## config.mk

```make
export PLATFORM = sky130hd
export DESIGN_NAME = firebird7_in_gate1_tessent_tdr_data_ctrl
export DESIGN_NICKNAME = d
export VERILOG_FILES = /design/src/rtl/firebird7_in_gate1_tessent_tdr_data_ctrl.sv
export SDC_FILE = /design/constraint.sdc
export NUM_CORES = 1
export LEC_CHECK = 0
export BUFFER_PORTS_ARGS = -buffer_cell sky130_fd_sc_hd__buf_2
export CAP_MARGIN = 25
export CORE_MARGIN = 2
export CORE_UTILIZATION = 55
export CTS_CLUSTER_DIAMETER = 50
export DETAILED_ROUTE_END_ITERATION = 10
export HOLD_SLACK_MARGIN = 0.06
export PLACE_DENSITY = 0.81
export SYNTH_ARGS = -nofsm -noshare
export SYNTH_HDL_FRONTEND = slang
export SYNTH_SLANG_ARGS = --single-unit
```

## constraint.sdc

```tcl
create_clock -name ijtag_tck -period 4.47 [get_ports ijtag_tck]
set_input_delay 0 -clock ijtag_tck [delete_from_list [all_inputs] [get_ports ijtag_tck]]
set_output_delay 0 -clock ijtag_tck [all_outputs]
set_load 0.02 [all_outputs]
```

## src/rtl/firebird7_in_gate1_tessent_tdr_data_ctrl.sv

```systemverilog
`default_nettype none
// ============================================================================
//  Module   : firebird7_in_gate1_tessent_tdr_data_ctrl
//  Purpose  : IJTAG TDR driving select/data of the gate1 data mux.
//             Optional macro FIREBIRD7_IN_TDR_ERR_CAPTURE_EN adds an error
//             status bit at the scan-out end of the chain.
//  Revision : 1.0 - initial release
// ============================================================================
module firebird7_in_gate1_tessent_tdr_data_ctrl #(
   parameter int WIDTH        = 3,
   parameter int CNT_W        = 4,
   parameter bit UPDATE_GUARD = 1'b1
) (
   input  logic             ijtag_tck,
   input  logic             ijtag_reset,
   input  logic             ijtag_sel,
   input  logic             ijtag_ce,
   input  logic             ijtag_se,
   input  logic             ijtag_ue,
   input  logic             ijtag_si,
   output logic             ijtag_so,
   input  logic [WIDTH-1:0] functional_data_in,
   output logic             ijtag_select,
   output logic [WIDTH-1:0] ijtag_data_out,
   output logic             shift_len_err
);

`ifdef FIREBIRD7_IN_TDR_ERR_CAPTURE_EN
   localparam int c_OFF = 1;
`else
   localparam int c_OFF = 0;
`endif
   localparam int               c_LEN     = WIDTH + 1 + c_OFF;
   localparam logic [CNT_W-1:0] c_LEN_CNT = CNT_W'(c_LEN);
   localparam logic [CNT_W-1:0] c_CNT_MAX = '1;

   typedef enum logic [1:0] {
      IDLE     = 2'd0,
      CAPTURED = 2'd1,
      SHIFTING = 2'd2
   } state_t;

   state_t             r_state,    w_state_nxt;
   logic [c_LEN-1:0]   r_shift,    w_shift_nxt;
   logic               r_upd_sel,  w_upd_sel_nxt;
   logic [WIDTH-1:0]   r_upd_data, w_upd_data_nxt;
   logic [CNT_W-1:0]   r_cnt,      w_cnt_nxt;
   logic               r_err,      w_err_nxt;
   logic               w_cap, w_shf, w_upd, w_legal;

   // One operation per cycle: capture beats shift beats update.
   assign w_cap   = ijtag_sel & ijtag_ce;
   assign w_shf   = ijtag_sel & ijtag_se & ~ijtag_ce;
   assign w_upd   = ijtag_sel & ijtag_ue & ~ijtag_ce & ~ijtag_se;
   assign w_legal = (r_state == SHIFTING) && (r_cnt == c_LEN_CNT);

   always_comb begin
      w_state_nxt    = r_state;
      w_shift_nxt    = r_shift;
      w_upd_sel_nxt  = r_upd_sel;
      w_upd_data_nxt = r_upd_data;
      w_cnt_nxt      = r_cnt;
      w_err_nxt      = r_err;
      if (w_cap) begin
`ifdef FIREBIRD7_IN_TDR_ERR_CAPTURE_EN
         w_shift_nxt = {r_upd_sel, functional_data_in, r_err};
`else
         w_shift_nxt = {r_upd_sel, functional_data_in};
`endif
         w_cnt_nxt   = '0;
         w_state_nxt = CAPTURED;
      end else if (w_shf) begin
         w_shift_nxt = {ijtag_si, r_shift[c_LEN-1:1]};
         // Saturate so that very long shifts can never alias a legal count.
         if (r_cnt != c_CNT_MAX) begin
            w_cnt_nxt = r_cnt + 1'b1;
         end
         w_state_nxt = SHIFTING;
      end else if (w_upd) begin
         if (w_legal || !UPDATE_GUARD) begin
            w_upd_sel_nxt  = r_shift[c_LEN-1];
            w_upd_data_nxt = r_shift[c_OFF +: WIDTH];
         end else begin
            w_err_nxt = 1'b1;
         end
         w_cnt_nxt   = '0;
         w_state_nxt = IDLE;
      end
   end

   always_ff @(posedge ijtag_tck) begin
      if (ijtag_reset) begin
         r_state    <= IDLE;
         r_shift    <= '0;
         r_upd_sel  <= 1'b0;
         r_upd_data <= '0;
         r_cnt      <= '0;
         r_err      <= 1'b0;
      end else begin
         r_state    <= w_state_nxt;
         r_shift    <= w_shift_nxt;
         r_upd_sel  <= w_upd_sel_nxt;
         r_upd_data <= w_upd_data_nxt;
         r_cnt      <= w_cnt_nxt;
         r_err      <= w_err_nxt;
      end
   end

   assign ijtag_so       = r_shift[0];
   assign ijtag_select   = r_upd_sel;
   assign ijtag_data_out = r_upd_data;
   assign shift_len_err  = r_err;

endmodule
`default_nettype wire

```

==> impl_metrics.toml <==
[worst_setup_path]
crit_family = "buffers and inverters"
path_cells = "dlygate4sd3_1 > buf_2 > o21ai_0 > nand2_1 > a21oi_1 > dlygate4sd3_1"
cp_slowest_cell = "dlygate4sd3_1"
cp-start-kind = "input port"
cp_data_required_time_ns = 4.70
crit_type = "in2reg"
cp.arrival_ns = 1.91
cp_slowest_stage_delay_ns = 0.55
path_max_fanout = 9
timing.critical_path.buf_inv = 3
crit_top_cell = "dlygate4sd3_1"
critPathCaptureType = "register"

[cts]
clk_latency_ns = 0.28
cts_setup_buffers = 0
htreeDepth = 1
path_clk_slew_ns = 0.09
clock-sinks = 15
cts-buffers-inserted = 3
root_buffer = "clkbuf_4"
ctsResizeCount = 0
cts_buffer_depth = 2
cts_tree = "built"

[logic_synthesis]
synthesis.nets = 90
synth_top_area_share_pct = 40.6
synth-main-ff-cell = "dfxtp_1"
synth_area_leaders = "dfxtp_1, nand2b_1, a21oi_1"
netlist_area_sq_um = 739
yosys.area.top_type = "dfxtp_1"
postSynthCellCount = 78
ys_warn_count = 0
yosysUniqueCellTypes = 26
synth_edf_count = 0
synth.most_common_cell = "dfxtp_1"
synth.top_cells.by_count = "dfxtp_1, a21oi_1, nand2b_1"
ys_seq_area_share_pct = 40.6
synth.ff_latch_count = 15
synth_async_sr_flop_share_pct = 0
synth_area_per_cell_sq_um = 9.48

[timing]
fmax_ghz = 0.596
fin_skew_ns = 0.00131
period_minus_slack_ns = 1.68
setup_viol = 0
fin_ws_ns = 2.79
worst_slew_pin_slew_ns = 0.438
relSlewSlack_pct = 70.0
maxSlewViolCount = 0
fin_setup_tns_ns = 0
timing.final.crit_share_pct = 37.5
finalHoldViolations = 0
rsz0062_at_grt = "false"

[power_and_ir_drop]
p_leak_uw = 0.000347
fin_total_pwr_uw = 247
ir_drop_mv = 0.162
power_density_nw_per_um2 = 268

[die]
die_w_microns = 40.7
dieArea_sq_um = 1650
core_area_sq_um = 1280
placementRows = 13
ioPinCount = 16
fp.dieH_microns = 40.7
initial_utilization_pct = 57.5

[global_routing]
overflow = 0
grt_usage_pct = 22.4
grt_pass1_vias = 542
grt_first_pass_wirelength_microns = 2380
antenna_found_initial = 0
grt_max_degree = 16

[routing]
via_per_inst = 5.73
dr_total_vias = 665
wl_per_cell_microns = 13.7
routed_wl_microns = 1590
drc = 0
drtIter0Drc = 10
drtAntennaViolNets = 0
dr.pass1.iters = 4

[finish]
nFillCells = 108
final_nets = 114
drive_gt1_share_pct = 21.8
syn2layout_area_growth_pct = 24.5
num_antenna_cells = 0

[placed_design]
hpwl_microns = 996
place_ws_ns = 2.98
io_buffer_count = 15
gp_congestion = 0.821

[min_path]
hold_path_class = "in2reg"

[flow_run]
cap_viol_max_count = 0

[run_status]
outcome = "finished, final reports clean"
kinds of logic after synthesis:
group,share of synthesized area [%]
flops,40.6
buf+inv,4.57
compound gates,20.5
mux,5.41
fa+ha+maj,3.38
simple gates,25.5
cell usage in the layout, fill, tap and decap left out:
cell	n
a21oi_1	9
dlygate4sd3_1	8
o31ai_1	2
or4b_1	1
nand4b_1	1
nor3_1	1
ha_1	2
a2111oi_0	2
o21ai_0	3
clkbuf_4	3
nand2b_1	9
nand2b_4	1
dfxtp_1	15
nand4bb_1	1
a32oi_1	4
and4_4	1
inv_1	4
and3b_2	1
and4bb_1	1
clkbuf_1	1
a211oi_1	2
nor2_1	2
nand3_1	1
buf_2	15
a41oi_1	1
nor3b_4	1
mux2i_1	4
nand2_1	5
worst paths after layout:
path | startpoint | end | slack [ns] | cells after the start
max | ijtag_ce | r_shift[3]$_SDFFE_PP0P_ | 2.79 | 6
min | ijtag_se | r_cnt[1]$_SDFFE_PP0P_ | 0.07 | 3
max reg2reg | r_cnt[0]$_SDFFE_PP0P_ | r_cnt[3]$_SDFFE_PP0P_ | 2.94 | 4
min reg2reg | shift_len_err$_SDFFE_PP0P_ | shift_len_err$_SDFFE_PP0P_ | 0.45 | 2
stage by stage:
step                      cell area, sq um  std cells  hold WS, ns  utilization [%]
after floorplan                        739         78        0.168                -
after global placement                 815        104        0.264             63.4
after detailed placement               815        104        0.275             63.4
after CTS                              921        116       0.0638             71.7
after global routing                   921        116       0.0773             71.7
final                                  921        116       0.0661             71.7
worst reg2reg max path: cells and delay by family, from the launching register on:
family                     cells  cell delay, ns
DFF                            1            0.37
adders and majority gates      1            0.24
AOI/OAI and AO/OA              2            0.58
and+or+nand+nor                1            0.22
sequential cells by signal (all words and copies together), names as in the netlist:
| signal | cells |
|---|---|
| r_shift | 4 |
| r_state | 2 |
| ijtag_data_out | 3 |
| r_cnt | 4 |
| shift_len_err | 1 |
| ijtag_select | 1 |
layer usage:
metal,wire length [microns],global-route usage [%],vias to the layer above
met2,773,34.9,22
met1,732,29.5,304
met5,0,0,-
li1,-,-,335
met3,65,4.89,4
met4,20,10.0,0
what timing repair did:
item | 4_1_cts | 5_1_grt
hold buffers | 8 | 0
hold endpoints to repair | 6 | 0
endpoints found under the setup margin | 0 | 0
area by class of cell:
cell class              count  area, sq um  share of cell area (%)
multi-input cells          55          405                    44.0
flip-flops and latches     15          300                    32.6
clock buffers               4         26.3                    2.85
repair buffers             23          155                    16.8
inverters                   4         15.0                    1.63
well taps                  15         18.8                    2.04
where the power goes:
| part | total [uW] | switching, uW | internal, uW |
|---|---|---|---|
| Combinational | 28.7 | 14.5 | 14.2 |
| Sequential | 139 | 2.33 | 137 |
| Clock | 79.2 | 44.5 | 34.7 |
| Total | 247 | 61.4 | 186 |
(Power assumes the default switching activity.)
